==> config.mk <==
export PLATFORM = sky130hd
export DESIGN_NAME = ecp5pll_phase_ctrl
export DESIGN_NICKNAME = d
export VERILOG_FILES = /design/src/rtl/ecp5pll_phase_ctrl.sv
export SDC_FILE = /design/constraint.sdc
export NUM_CORES = 1
export LEC_CHECK = 0
export CAP_MARGIN = 0
export CORE_ASPECT_RATIO = 0.75
export CORE_MARGIN = 1.5
export CORE_UTILIZATION = 40
export CTS_BUF_LIST = sky130_fd_sc_hd__clkbuf_4 sky130_fd_sc_hd__clkbuf_8
export DETAILED_ROUTE_END_ITERATION = 6
export MAX_ROUTING_LAYER = met4
export SLEW_MARGIN = 15
export SYNTH_ARGS = -nofsm -noshare
export SYNTH_HDL_FRONTEND = slang
export SYNTH_SLANG_ARGS = --single-unit
export TNS_END_PERCENT = 50
==> constraint.sdc <==
create_clock -name clk_i -period 6.55 [get_ports clk_i]
set_input_delay 1.6375 -clock clk_i [delete_from_list [all_inputs] [get_ports clk_i]]
set_output_delay 1.6375 -clock clk_i [all_outputs]
set_load 0.005 [all_outputs]
==> src/rtl/ecp5pll_phase_ctrl.sv <==
// rtl/ecp5pll_phase_ctrl.sv - ECP5 PLL dynamic phase-shift sequencer
module ecp5pll_phase_ctrl #(
    parameter int STEP_W       = 8,
    parameter int SETUP_CYCLES = 2,
    parameter int PULSE_CYCLES = 4,
    parameter int GAP_CYCLES   = 4,
    parameter int LOCK_TIMEOUT = 1000
) (
    input  logic              clk_i,
    input  logic              reset,
    input  logic              req_valid,
    output logic              req_ready,
    input  logic [1:0]        req_sel,
    input  logic              req_dir,
    input  logic [STEP_W-1:0] req_steps,
    input  logic              req_load,
    input  logic              pll_locked,
    output logic [1:0]        phasesel,
    output logic              phasedir,
    output logic              phasestep,
    output logic              phaseloadreg,
    output logic              busy,
    output logic              done,
    output logic              err,
    output logic [STEP_W-1:0] steps_done
);

    localparam int MAX_A   = (SETUP_CYCLES > PULSE_CYCLES) ? SETUP_CYCLES : PULSE_CYCLES;
    localparam int MAX_B   = (GAP_CYCLES > LOCK_TIMEOUT) ? GAP_CYCLES : LOCK_TIMEOUT;
    localparam int CNT_MAX = (MAX_A > MAX_B) ? MAX_A : MAX_B;
    localparam int CNT_W   = $clog2(CNT_MAX + 1);

    typedef enum logic [2:0] {
        IDLE,
        WAIT_LOCK,
        SETUP,
        STEP_HI,
        STEP_LO,
        LOAD_HI,
        LOAD_LO,
        DONE
    } state_t;

    state_t            state;
    state_t            state_next;
    logic [CNT_W-1:0]  cnt;
    logic              lock_meta;
    logic              lock_sync;
    logic [STEP_W-1:0] steps_q;
    logic              load_q;
    logic              accept;
    logic              fail;
    logic              step_inc;
    logic              dispatch;
    logic              want_step;

    always_ff @(posedge clk_i or posedge reset) begin
        if (reset) begin
            state <= IDLE;
        end else begin
            state <= state_next;
        end
    end

    // Dispatch decides the next pulse; every pulse start is gated on lock.
    always_comb begin
        state_next = state;
        accept     = 1'b0;
        fail       = 1'b0;
        step_inc   = 1'b0;
        dispatch   = 1'b0;
        want_step  = 1'b0;
        case (state)
            IDLE: begin
                if (req_valid) begin
                    accept     = 1'b1;
                    state_next = lock_sync ? SETUP : WAIT_LOCK;
                end
            end
            WAIT_LOCK: begin
                if (lock_sync) begin
                    state_next = SETUP;
                end else if (cnt == CNT_W'(LOCK_TIMEOUT - 1)) begin
                    state_next = DONE;
                    fail       = 1'b1;
                end
            end
            SETUP: begin
                if (cnt == CNT_W'(SETUP_CYCLES - 1)) begin
                    dispatch  = 1'b1;
                    want_step = (steps_q != '0);
                end
            end
            STEP_HI: begin
                if (cnt == CNT_W'(PULSE_CYCLES - 1)) begin
                    state_next = STEP_LO;
                    step_inc   = 1'b1;
                end
            end
            STEP_LO: begin
                if (cnt == CNT_W'(GAP_CYCLES - 1)) begin
                    dispatch  = 1'b1;
                    want_step = (steps_done < steps_q);
                end
            end
            LOAD_HI: begin
                if (cnt == CNT_W'(PULSE_CYCLES - 1)) begin
                    state_next = LOAD_LO;
                end
            end
            LOAD_LO: begin
                if (cnt == CNT_W'(GAP_CYCLES - 1)) begin
                    state_next = DONE;
                end
            end
            DONE:    state_next = IDLE;
            default: state_next = IDLE;
        endcase

        if (dispatch) begin
            if (want_step || load_q) begin
                if (!lock_sync) begin
                    state_next = DONE;
                    fail       = 1'b1;
                end else begin
                    state_next = want_step ? STEP_HI : LOAD_HI;
                end
            end else begin
                state_next = DONE;
            end
        end
    end

    // Cycle counter restarts on every state change so each state times itself.
    always_ff @(posedge clk_i or posedge reset) begin
        if (reset) begin
            cnt <= '0;
        end else if (state_next != state || state == IDLE) begin
            cnt <= '0;
        end else begin
            cnt <= cnt + CNT_W'(1);
        end
    end

    always_ff @(posedge clk_i or posedge reset) begin
        if (reset) begin
            lock_meta <= 1'b0;
            lock_sync <= 1'b0;
        end else begin
            lock_meta <= pll_locked;
            lock_sync <= lock_meta;
        end
    end

    always_ff @(posedge clk_i or posedge reset) begin
        if (reset) begin
            steps_q      <= '0;
            load_q       <= 1'b0;
            phasesel     <= 2'b00;
            phasedir     <= 1'b0;
            steps_done   <= '0;
            err          <= 1'b0;
            phasestep    <= 1'b0;
            phaseloadreg <= 1'b0;
            done         <= 1'b0;
        end else begin
            if (accept) begin
                steps_q    <= req_steps;
                load_q     <= req_load;
                phasesel   <= req_sel;
                phasedir   <= req_dir;
                steps_done <= '0;
                err        <= 1'b0;
            end else begin
                if (step_inc) begin
                    steps_done <= steps_done + STEP_W'(1);
                end
                if (fail) begin
                    err <= 1'b1;
                end
            end
            // Decoded from the next state so the pins are clean flop outputs.
            phasestep    <= (state_next == STEP_HI);
            phaseloadreg <= (state_next == LOAD_HI);
            done         <= (state_next == DONE);
        end
    end

    assign busy      = (state != IDLE);
    assign req_ready = (state == IDLE) && !reset;

endmodule

After elaboration in Yosys (flattened, before gate mapping)
Cells that the tools add are included.
Operators by class
  bitwise operators: 0
  equal/unequal tests: 14
  reductions and logical operators: 9
  order comparisons: 1
  multiplexer cells: 32
  shifts and indexed selects: 0
  div/mod/pow operators: 0
  multipliers: 0
  add/sub/neg operators: 2
Operator list (count)
  two-way mux 3 bit: 10
  == test 3 bit, second input constant: 6
  one-hot mux 3 bit (6 select lines): 1
  two-way mux 8 bit: 2
  two-way mux 1 bit: 15
  adder 10 x 1 -> 10 bit, second input constant: 1
  == test 10 x 1 -> 1 bit, second input constant: 1
  == test 10 bit, second input constant: 1
  == test 10 x 2 -> 1 bit, second input constant: 1
  two-way mux 10 bit: 1
  == test 3 x 2 -> 1 bit, second input constant: 3
  adder 8 x 1 -> 8 bit, second input constant: 1
  less-than comparator 8 bit: 1
  nonzero test 8 bit: 1
  one-hot mux 1 bit (2 select lines): 2
  nonzero test 2 bit: 2
  == test 3 x 1 -> 1 bit, second input constant: 1
  logical NOT 3 bit: 1
  inequality test 3 bit: 1
  nonzero test 3 bit: 1
  logical OR 1 bit: 2
  two-way mux 2 bit: 1
  logical AND 1 bit: 1
  logical NOT 1 bit: 1
Storage, ports and cells
  memory bits (writable): 0
  memories: 0
  bits in registers: 39
  logic and storage cells: 71
  bits in read-only memories: 0
  output and inout port bits: 17
  latch bits: 0

Longest topological paths before layout
Gate-level depths: netlist of the first run.
  depth after elaboration: 10
  gate-level depth with buffers: 8

Worst setup path before layout of the first run
OpenSTA, ideal clock, no wires.
  path type: input-to-output
  from: in reset
  to: out req_ready
  slack: 3.169 ns
  buffers on the path: 0
  data required time: 4.912 ns
  data arrival time: 1.744 ns
  stages: 1
  cell sequence: nor2_1
On the way
  cells in the longest elaborated chain, start to end: 2
RTL lines
  from (decl): RTL line 10  | input logic reset,
  logical NOT 1 bit: RTL line 190  | assign req_ready = (state == IDLE) && !reset;
  logical AND 1 bit: RTL line 190
  to (decl): RTL line 12  | output logic req_ready,
Every way passes these cells.

Worst setup path in the final report of the first run
Same ends and word-level chain as after synthesis.

==> results of run 1 <==
-- cell families (layout without fill, tap and decap cells) --
family | Yosys count | after routing | share of synthesized area (%)
simple gates | 91 | 91 | 25.5
fa+ha+maj | 10 | 10 | 5.68
flops | 39 | 39 | 44.3
compound gates | 36 | 36 | 11.5
buf+inv | 20 | 53 | 3.63
xor+xnor | 15 | 15 | 5.96
mux | 7 | 7 | 3.46
-- flip-flops by register name (all words and copies together) (netlist names) --
register / flops
cnt: 10
done: 1
err: 1
load_q: 1
lock_meta: 1
lock_sync: 1
phasedir: 1
phaseloadreg: 1
phasesel: 2
phasestep: 1
state: 3
steps_done: 8
steps_q: 8
-- power by group --
| part | internal (W) | total (W) | switching [W] |
|---|---|---|---|
| logic | 0.000174 | 0.000362 | 0.000188 |
| registers | 0.000302 | 0.000368 | 0.0000661 |
| clock network | 0.0000826 | 0.000162 | 0.0000797 |
-- metal layers --
metal  global-route usage (%)  vias up
met4                     5.47        0
met2                     23.5       37
met1                     26.7      814
met3                     3.91        7
li1                         -      847
met5                        -        -
-- worst min path at each step --
stage	start	end	slack [ns]	cells past startpoint
floorplan	lock_meta	lock_sync	0.33	0
global placement	lock_meta	lock_sync	0.34	0
detailed placement	lock_meta	lock_sync	0.33	0
CTS	lock_meta	lock_sync	0.35	0
global route	lock_meta	lock_sync	0.36	0
finish	lock_meta	lock_sync	0.35	0
-- per-stage QoR --
step,worst slack [ns],hold slack (ns)
2_1_floorplan,3.17,0.331
3_3_place_gp,2.26,0.338
3_5_place_dp,2.24,0.335
4_1_cts,2.24,0.352
5_1_grt,2.21,0.361
6_report,2.25,0.350
-- synthesized netlist by cell type, types with 2 or more instances --
cell type,instances,area [µm²]
sky130_fd_sc_hd__or4_4,2,22.5
sky130_fd_sc_hd__buf_2,4,20.0
sky130_fd_sc_hd__nor2_1,25,93.8
sky130_fd_sc_hd__mux2i_1,2,20.0
sky130_fd_sc_hd__o2111ai_1,3,26.3
sky130_fd_sc_hd__or2_2,2,12.5
sky130_fd_sc_hd__inv_1,13,48.8
sky130_fd_sc_hd__a21oi_1,9,45.0
sky130_fd_sc_hd__ha_1,10,125
sky130_fd_sc_hd__nand3_1,6,30.0
sky130_fd_sc_hd__dfrtp_1,39,976
sky130_fd_sc_hd__o21ai_0,10,50.1
sky130_fd_sc_hd__nor4_4,2,42.5
sky130_fd_sc_hd__or3_1,2,12.5
sky130_fd_sc_hd__a211oi_1,2,15.0
sky130_fd_sc_hd__mux2_2,5,56.3
sky130_fd_sc_hd__nor4_1,4,25.0
sky130_fd_sc_hd__and3_1,7,43.8
sky130_fd_sc_hd__xor2_1,11,96.3
sky130_fd_sc_hd__nand4_1,6,37.5
sky130_fd_sc_hd__nand2_1,16,60.1
sky130_fd_sc_hd__clkbuf_1,2,7.51
sky130_fd_sc_hd__and3b_1,2,17.5
sky130_fd_sc_hd__xnor2_1,4,35.0
sky130_fd_sc_hd__nor3_1,2,10.0
-- critical path, delay by kind of cell --
| family | cells | cell delay (ns) |
|---|---|---|
| buf+inv | 2 | 0.92 |
| simple gates | 1 | 0.10 |
-- area by class of cell --
type | count | area [µm²] | area share (%)
flip-flops and latches | 39 | 976 | 36.4
multi-input cells | 159 | 1150 | 42.8
well taps | 75 | 93.8 | 3.50
inverters | 13 | 48.8 | 1.82
repair buffers | 33 | 328 | 12.2
clock inverters | 1 | 5.00 | 0.187
clock buffers | 6 | 82.6 | 3.08
==> metrics.txt, run 1 <==
Top Metal Used=met4; antenna violations before repair=0; category of the most critical setup path=in -> out; path category of the worst min-delay check=reg -> reg; Critical-path top delay cell=sky130_fd_sc_hd__clkdlybuf4s50_1; H-tree depth reported by CTS=2; transition time at the pin with the least slew margin=0.974 ns; minimum period implied by the final worst setup slack=4.30 ns; router iterations before antenna repair=5; leakage power=1.16 nW; warnings from Yosys=0; Post-Route Setup TNS=0 ns; net count of the mapped netlist=244; flip-flop cell with the highest count after synthesis=sky130_fd_sc_hd__dfrtp_1; most numerous cell on the critical path=sky130_fd_sc_hd__clkdlybuf4s50_1; area growth from synthesis to final layout=21.7%; summed instance area of the synthesized netlist=2200 µm²; IR drop worst, VDD=145 µV; Setup-failing EPs final=0; first-pass GRT wire length=7800 µm; critical register-to-register path endpoint=cnt[3]; peak per-stage delay on the critical path=0.50 ns; instance area at placement=2590 µm²; area of all placed cells without fillers=2680 µm²; total count of max-transition violations in the final report=0; ordered cell list for the critical path=clkdlybuf4s50_1 > nor2_1 > clkdlybuf4s50_1; top library cells by usage in the layout, fill and taps aside=sky130_fd_sc_hd__dfrtp_1, sky130_fd_sc_hd__clkdlybuf4s50_1, sky130_fd_sc_hd__nor2_1; CTS Root Cell=sky130_fd_sc_hd__clkbuf_8; Final Hold Violating Endpoints=0; sequential area share after synthesis=44.3%; die extent in y=67.3 µm; number of max-cap violations=0; Synth Area per Inst=10.1 µm²; number of rows in the core area=23; highest net fanout along the worst path=2; non-filler cells in the finished layout=326; type of origin of the critical path=primary input; weighted congestion reported at the end of routability-driven placement=0.800; fmax=233 MHz; share of synthesized registers carrying an async set or reset=100%; global route total overflow=0; final worst path period share=65.6%; count of flip-flops with a built-in enable after synthesis=0; nature of the critical path endpoint=output pin; setup clock skew after layout=0.00547 ns; end point of the critical path=req_ready; Power, Total=0.000892 W; via count of the first global-routing pass=1580; clock transition at the registers of the reported paths=0.07 ns; pin count of the biggest net entering global routing=40; number of vias after detailed routing=1705; required time at the endpoint of the critical path=4.91 ns; outcome=completed; IO Count=33; standard cell core area=5320 µm²; worst reg2reg startpoint=cnt[0]; combined global-route utilization of all metal layers=17.8%; Antenna Diode Count=0; clk buf depth=2; power density relative to cell area=333 nW/µm²; arrival time of data at the critical path endpoint=2.66 ns; leading cell type in the layout, fill and taps excluded=sky130_fd_sc_hd__dfrtp_1; final core utilization=50.4%; Met2 Routed Length=1800 µm; worst setup path startpoint=reset; relative slew slack=35.0%; CTS tree=built; unrepaired setup endpoints after global routing=no; count of nets after finishing=277; average detailed-routed wire length per instance=14.0 µm; number of hold-repair buffers added at the cts stage=0; DPL Wire Length=3330 µm; ratio of routed vias to standard cells=5.23; Port Buffers=32; initial cell density of the core=41.4%; met1 layer wirelength in the final routing=2540 µm; share of final-layout standard cells stronger than drive strength 1=10.8%; source-to-sink clock delay at the later pin of the worst-skew pair=0.29 ns; Reg2Reg Setup Slack=4.02 ns; routed wire length=4580 µm; count of state elements after synthesis=39; length in cells of the worst reg-to-reg path=7; clock sink total=39; Num CTS Buffers=5; Layout fillers=511; Antenna Nets Post-Route=0; number of distinct library cell variants in the gate-level netlist after synthesis=53; Die X-Extent=88.7 µm; cell total after placement=319; # DRC=0; length of routed met3 wiring=178 µm; CTS resizes=0; Post-Syn Instances=218; postcts setup bufs=0; Die Area=5970 µm²; number of DRC violations after detailed-routing iteration 0=94
No activity file was read; power rests on OpenSTA's default activity.
==> inputs of run 2 (changes only) <==
- clock period: 6.55 -> 4 ns (I/O delays scaled with it)
==> metrics.txt, run 2 (same netlist as run 1, synthesis figures left out) <==
outcome=completed; Die X-Extent=88.7 µm (unchanged); category of the most critical setup path=in -> out; top library cells by usage in the layout, fill and taps aside=sky130_fd_sc_hd__dfrtp_1, sky130_fd_sc_hd__clkdlybuf4s50_1, sky130_fd_sc_hd__nor2_1; number of vias after detailed routing=1679 (-1.5%); via count of the first global-routing pass=1565 (-0.95%); Num CTS Buffers=5 (unchanged); clk buf depth=2 (unchanged); Antenna Diode Count=0 (unchanged); minimum period implied by the final worst setup slack=3.03 ns; cell total after placement=320 (+0.31%); type of origin of the critical path=primary input; IR drop worst, VDD=215 µV (+48%); relative slew slack=59.4% (+24 points); average detailed-routed wire length per instance=13.9 µm (-1.3%); CTS resizes=0 (unchanged); share of final-layout standard cells stronger than drive strength 1=11.5% (+0.71 points); Layout fillers=513 (+0.39%); number of hold-repair buffers added at the cts stage=0 (unchanged); ratio of routed vias to standard cells=5.12 (-2.1%); arrival time of data at the critical path endpoint=2.03 ns (-0.63 ns); non-filler cells in the finished layout=328 (+0.61%); count of nets after finishing=278 (+0.36%); number of DRC violations after detailed-routing iteration 0=87 (-7.4%); weighted congestion reported at the end of routability-driven placement=0.801 (+0.19%); setup clock skew after layout=0.00828 ns (+0.00280 ns); area growth from synthesis to final layout=22.8%; source-to-sink clock delay at the later pin of the worst-skew pair=0.29 ns (about the same); fmax=331 MHz; leakage power=1.17 nW (+1.1%); Die Area=5970 µm² (unchanged); final worst path period share=75.6%; combined global-route utilization of all metal layers=17.7% (-0.13 points); # DRC=0 (unchanged); routed wire length=4550 µm (-0.68%); total count of max-transition violations in the final report=0 (unchanged); CTS Root Cell=sky130_fd_sc_hd__clkbuf_8; H-tree depth reported by CTS=2 (unchanged); Top Registers=cnt (10), steps_done (8), steps_q (8); clock sink total=39 (unchanged); transition time at the pin with the least slew margin=0.606 ns (-0.368 ns); first-pass GRT wire length=7760 µm (-0.62%); antenna violations before repair=0 (unchanged); pin count of the biggest net entering global routing=40 (unchanged); leading cell type in the layout, fill and taps excluded=sky130_fd_sc_hd__dfrtp_1; die extent in y=67.3 µm (unchanged); Setup-failing EPs final=0 (unchanged); router iterations before antenna repair=4 (-1); Port Buffers=32 (unchanged); IO Count=33 (unchanged); postcts setup bufs=0 (unchanged); highest net fanout along the worst path=2 (unchanged); required time at the endpoint of the critical path=3.00 ns (-1.91 ns); number of rows in the core area=23 (unchanged); path category of the worst min-delay check=reg -> reg; register with the most flip-flops=cnt; nature of the critical path endpoint=output pin; DPL Wire Length=3330 µm (about the same); flip-flop count of the largest register after layout=10 (unchanged); Final Hold Violating Endpoints=0 (unchanged); standard cell core area=5320 µm² (unchanged); Post-Route Setup TNS=0 ns (unchanged); CTS tree=built; initial cell density of the core=41.4% (unchanged); number of max-cap violations=0 (unchanged); clock transition at the registers of the reported paths=0.07 ns (about the same); unrepaired setup endpoints after global routing=no; Antenna Nets Post-Route=0 (unchanged); power density relative to cell area=555 nW/µm² (+67%); global route total overflow=0 (unchanged)
[run 2: changes by cell type in the layout (fill, tap and decap cells not counted), sizes merged]
cell,before,now
clkbuf,6,8
buf,1,2
clkinv,1,0
[run 2: worst max-delay path, stage by stage]
cell,delay (ns)
sky130_fd_sc_hd__clkdlybuf4s50_1,0.42
sky130_fd_sc_hd__nor2_1,0.11
sky130_fd_sc_hd__clkdlybuf4s50_1,0.50
[run 2: metal layers]
metal	vias up	track usage (%)	routed length, µm
met4	0	5.86	57
met2	25	24.0	1860
met1	799	26.0	2500
met3	6	3.67	134
li1	849	-	-
met5	-	-	0
[run 2: final timing paths]
| check | from | end | slack [ns] | depth (start not counted) |
|---|---|---|---|---|
| hold reg to reg | lock_meta | lock_sync | 0.35 | 0 |
| max in group asynchronous | reset | state[0] | 2.51 | 3 |
| setup reg to reg | cnt[0] | cnt[9] | 1.44 | 7 |
| hold / removal | lock_meta | lock_sync | 0.35 | 0 |
| min in group asynchronous | reset | cnt[7] | 1.15 | 3 |
| setup / recovery | reset | req_ready | 0.97 | 3 |
[run 2: final cells by class]
class	count	area (µm²)	area share, %
flip-flops and latches	39	976	36.1
inverters	13	48.8	1.80
multi-input cells	159	1150	42.4
well taps	75	93.8	3.47
clock buffers	8	104	3.84
repair buffers	34	335	12.4
[run 2: report_power, final]
group,switching (W),internal [W]
Clock,0.000137,0.000164
Combinational,0.000310,0.000288
Sequential,0.000107,0.000495
[run 2: stage by stage]
stage | instance area (µm²) | hold WS, ns | util, % | worst slack [ns] | power [W]
floorplan | 2200 | 0.331 | - | 1.73 | 0.000996
global placement | 2600 | 0.336 | 48.9 | 0.979 | 0.00120
detailed placement | 2600 | 0.338 | 48.9 | 0.971 | 0.00121
CTS | 2710 | 0.354 | 50.8 | 0.971 | 0.00152
global route | 2710 | 0.360 | 50.8 | 0.906 | 0.00162
finish | 2710 | 0.352 | 50.8 | 0.974 | 0.00150
==> inputs of run 3 (changes only) <==
- clock period: 4 -> 2.5 ns (I/O delays scaled with it)
==> metrics.txt, run 3 (same netlist as run 1, synthesis figures left out) <==
Setup WS pre-CTS=0.0318 ns (-0.939 ns); leading cell type in the layout, fill and taps excluded=sky130_fd_sc_hd__dfrtp_1; outcome=completed; DPL Wire Length=3580 µm (+7.4%); leakage power=1.25 nW (+6.2%); routed wire length=4840 µm (+6.3%); highest net fanout along the worst path=11 (+9); worst setup path startpoint=state[0]; top library cells by usage in the layout, fill and taps aside=sky130_fd_sc_hd__dfrtp_1, sky130_fd_sc_hd__clkdlybuf4s50_1, sky130_fd_sc_hd__nor2_1; combined global-route utilization of all metal layers=18.5% (+0.80 points); router iterations before antenna repair=4 (unchanged); # DRC=0 (unchanged); number of rows in the core area=23 (unchanged); source-to-sink clock delay at the later pin of the worst-skew pair=0.29 ns (about the same); Setup-failing EPs final=0 (unchanged); CTS Root Cell=sky130_fd_sc_hd__clkbuf_8; Port Buffers=32 (unchanged); Antenna Diode Count=0 (unchanged); length in cells of the worst reg-to-reg path=9 (+2); register with the most flip-flops=cnt; pin count of the biggest net entering global routing=40 (unchanged); area growth from synthesis to final layout=28.5%; IR drop worst, VDD=387 µV (+80%); Critical-path top delay cell=sky130_fd_sc_hd__clkdlybuf4s50_1; total count of max-transition violations in the final report=0 (unchanged); worst reg2reg startpoint=cnt[0]; nature of the critical path endpoint=output pin; non-filler cells in the finished layout=341 (+4.0%); minimum period implied by the final worst setup slack=2.37 ns; postcts setup bufs=0 (unchanged); clock transition at the registers of the reported paths=0.07 ns (about the same); Num CTS Buffers=5 (unchanged); antenna violations before repair=0 (unchanged); type of origin of the critical path=flip-flop; number of vias after detailed routing=1766 (+5.2%); Die Area=5970 µm² (unchanged); power density relative to cell area=913 nW/µm² (+65%); unrepaired setup endpoints after global routing=no; relative slew slack=66.6% (+7.1 points); final worst path period share=94.8%; category of the most critical setup path=reg -> out; Die X-Extent=88.7 µm (unchanged); weighted congestion reported at the end of routability-driven placement=0.831 (+3.7%); number of max-cap violations=0 (unchanged); initial cell density of the core=41.4% (unchanged); path category of the worst min-delay check=reg -> reg; flip-flop count of the largest register after layout=10 (unchanged); ratio of routed vias to standard cells=5.18 (+1.2%); count of nets after finishing=291 (+4.7%); fmax=422 MHz; CTS tree=built; setup clock skew after layout=0.00785 ns (-0.000424 ns); Antenna Nets Post-Route=0 (unchanged); critical path buffer and inverter count=3 (+1); transition time at the pin with the least slew margin=0.502 ns (-0.105 ns); peak per-stage delay on the critical path=0.52 ns (+0.02 ns); depth of the worst hold-timing path=0 (unchanged); share of final-layout standard cells stronger than drive strength 1=16.2% (+4.7 points); cell type group with the largest total delay on the critical path=buffers and inverters; Worst Min Path Start=lock_meta; required time at the endpoint of the critical path=1.88 ns (-1.12 ns); Final Hold Violating Endpoints=0 (unchanged); cell total after placement=333 (+4.1%); number of DRC violations after detailed-routing iteration 0=139 (+60%); global route total overflow=0 (unchanged); hold-critical path endpoint=lock_sync; Reg2Reg Setup Slack=0.23 ns (-1.21 ns); die extent in y=67.3 µm (unchanged); standard cell core area=5320 µm² (unchanged); Post-Route Setup TNS=0 ns (unchanged); first-pass GRT wire length=8110 µm (+4.6%); Top Registers=cnt (10), steps_done (8), steps_q (8); via count of the first global-routing pass=1629 (+4.1%); IO Count=33 (unchanged); critical register-to-register path endpoint=cnt[7]; H-tree depth reported by CTS=2 (unchanged); clock sink total=39 (unchanged); arrival time of data at the critical path endpoint=1.75 ns (-0.28 ns); clk buf depth=2 (unchanged); Power, Total=0.00259 W (+72%); average detailed-routed wire length per instance=14.2 µm (+2.3%); final setup margin=0.130 ns (-0.845 ns); final core utilization=53.2% (+2.4 points); ordered cell list for the critical path=inv_1 > buf_4 > nand2_1 > nor2_1 > clkdlybuf4s50_1
==> run 3: final cells by class <==
class                           count  area, µm²
Fill cell                         482       2490
Multi-Input combinational cell    159       1150
Tap cell                           75       93.8
Sequential cell                    39        976
Inverter                           13       48.8
Clock buffer                        6       82.6
Clock inverter                      2       35.0
Timing Repair Buffer               47        445
==> run 3: worst max path at each step <==
| stage | end | slack [ns] | cells after the start |
|---|---|---|---|
| after global placement | cnt[3] | 0.08 | 8 |
| after global routing | req_ready | 0.04 | 5 |
| after detailed placement | cnt[6] | 0.03 | 9 |
| after CTS | req_ready | 0.09 | 5 |
| after floorplan | cnt[3] | 0.34 | 6 |
| final | req_ready | 0.13 | 5 |
==> run 3: repair_timing <==
| action | CTS | global route |
|---|---|---|
| hold buffers | 0 | 0 |
| gates resized for setup | 0 | 1 |
| endpoints found under the setup margin | 0 | 1 |
| hold endpoints to repair | 0 | 0 |
==> run 3: per-stage QoR <==
| stage | cell area [µm²] | hold WS (ns) |
|---|---|---|
| after floorplan | 2200 | 0.331 |
| after global placement | 2710 | 0.341 |
| after detailed placement | 2710 | 0.347 |
| after CTS | 2830 | 0.370 |
| after global routing | 2830 | 0.383 |
| final | 2830 | 0.367 |
==> run 3: power by group <==
| part | internal, W | leakage [nW] | switching (W) |
|---|---|---|---|
| clock network | 0.000323 | 0.0612 | 0.000221 |
| logic | 0.000559 | 0.676 | 0.000562 |
| registers | 0.000792 | 0.510 | 0.000128 |
| total | 0.00167 | 1.25 | 0.000912 |
==> run 3: routing by layer <==
layer / vias up / share of wire [%] / track usage, %
li1: 875 / - / -
met1: 863 / 54 / 27.2
met5: - / 0 / -
met3: 2 / 3.2 / 4.03
met2: 26 / 42 / 25.9
met4: 0 / 0.48 / 4.10
==> RTL change, RTL diff (settings of run 1) <==
The 8 states of `state_t` get a Gray code encoding in 3 bits.
--- a/src/rtl/ecp5pll_phase_ctrl.sv
+++ b/src/rtl/ecp5pll_phase_ctrl.sv
@@ -33,10 +33,10 @@
     typedef enum logic [2:0] {
-        IDLE,
-        WAIT_LOCK,
-        SETUP,
-        STEP_HI,
-        STEP_LO,
-        LOAD_HI,
-        LOAD_LO,
-        DONE
+        IDLE      = 3'b000,
+        WAIT_LOCK = 3'b001,
+        SETUP     = 3'b011,
+        STEP_HI   = 3'b010,
+        STEP_LO   = 3'b110,
+        LOAD_HI   = 3'b111,
+        LOAD_LO   = 3'b101,
+        DONE      = 3'b100
     } state_t;
Behaviour: same outputs for any inputs over 10 cycles, from zero or initial values and one cycle with reset high; not proved beyond that.
==> RTL change against run 1 <==
Sequential cell count did not move; design area rose by 1.2%; synthesized cell count up 6.4%; total power is 18% higher; die area increased by 0.87%; setup slack got worse by 0.0063 ns; critical path depth unchanged; wire length is 9.8% higher; via count up 5.3%; largest power group is now combinational cells; area after synthesis rose by 0.91%; register-to-register slack barely moved; sequential power increased by 15%.
==> RTL change: results (changes against run 1) <==
| Metric | Value |
|---|---|
| Outcome | completed |
| Critical Path Sink | req_ready |
| Pre-CTS setup slack | 2.244 ns (+0.002340 ns) |
| Crit-path max FO | 2 (unchanged) |
| Most frequent cells after synthesis | dfrtp_1 (39), nor2_1 (25), nand2_1 (19) |
| Layout Cells excl Fill | 342 (+4.9%) |
| Hold Path End | lock_sync |
| Met2 GRT Util | 24.53% (+1.0 points) |
| Met1 Use GR | 30.54% (+3.8 points) |
| Hold WS | 0.3561 ns (+0.006088 ns) |
| Met1 Wirelength | 2815 um (+11%) |
| FF-to-FF setup slack | 4.03 ns (about the same) |
| Synthesized area per cell | 9.584 sq um (-5.2%) |
| Register area share after synthesis | 43.89% (-0.40 points) |
| Vias in the first global route | 1633 (+3.4%) |
| Clk_lat worst skew | 0.30 ns |
| WP data arrival | 2.67 ns (about the same) |
| M3 GR Usage | 4.645% (+0.73 points) |
| GRT Total Usage | 19.52% (+1.7 points) |
| Pleak | 1.136 nW (-2.1%) |
| Dpl hpwl | 3677 um (+10%) |
| CTS H-tree depth | 2 (unchanged) |
| First-pass GRT wire length | 8611 um (+10%) |
| Library cells used by synthesis | 50 (-5.7%) |
| Warnings from Yosys | 0 (unchanged) |
| Reg-to-Reg End | phaseloadreg |
| Clk slew on worst S/H paths | 0.09 ns (+0.02 ns) |
| Dpl cells | 334 (+4.7%) |
| Vias per cell | 5.251 (+0.41%) |
| Share of cells above drive strength 1 | 9.363% (-1.4 points) |
| WL met2 | 1928 um (+7.2%) |
| Clk_skew | 0.01146 ns (+0.005983 ns) |
| CTS resizes | 0 (unchanged) |
| Layout Nets | 292 (+5.4%) |
| DR iter-0 viols | 133 (+41%) |
| Final GP Congestion | 0.8657 (+8.3%) |
| Post-Place Cell Area | 2615 sq um (+0.82%) |
| Peak VDD IR | 0.0002003 V (+38%) |
| Met3 WL | 258 um (+45%) |
| Critical R2R Launch | steps_done[2] |
| Top post-synthesis cells by area | dfrtp_1 (44%), ha_1 (5.6%), nor2_1 (4.2%) |
| ANT cells | 0 (unchanged) |
| CP Launch Point | reset |
| Slew @ Worst Pin | 0.9659 ns (-0.008465 ns) |
| Pre-Repair DR Iteration Count | 4 (-1) |
| Cts bufs inserted | 5 (unchanged) |
| Post-DR wirelength/cell | 14.71 um (+4.7%) |
| Syn Nets | 258 (+5.7%) |
| Tcrit/Tclk final | 65.69% (+0.096 points) |
[RTL change: final cells by class]
type                       count  area, sq um
multi-input combinational    172         1161
tap                           75        93.84
clock buffer                   6        82.58
inverter                      15        56.30
fill                         503         2639
clock inverter                 2        16.27
sequential                    39        975.9
timing repair buffer          33        327.8
[RTL change: worst max-delay path: cells and delay by family]
family / cells / cell delay, ns
buffers and inverters: 2 / 0.93
AND/OR/NAND/NOR: 1 / 0.10
[RTL change: logic make-up after synthesis]
kind of cell / count (synthesis) / synth area share, %
and+or+nand+nor: 98 / 24.48
muxes: 5 / 3.039
xor gates and xnor gates: 13 / 5.121
adders and majority gates: 10 / 5.627
DFF: 39 / 43.89
buffers and inverters: 21 / 3.883
AOI/OAI and AO/OA: 46 / 13.96
[RTL change: where the power goes]
group          internal (mW)  switching (mW)  total, mW
clock                 0.0860          0.0880      0.174
sequential             0.322           0.100      0.422
combinational          0.227           0.227      0.454
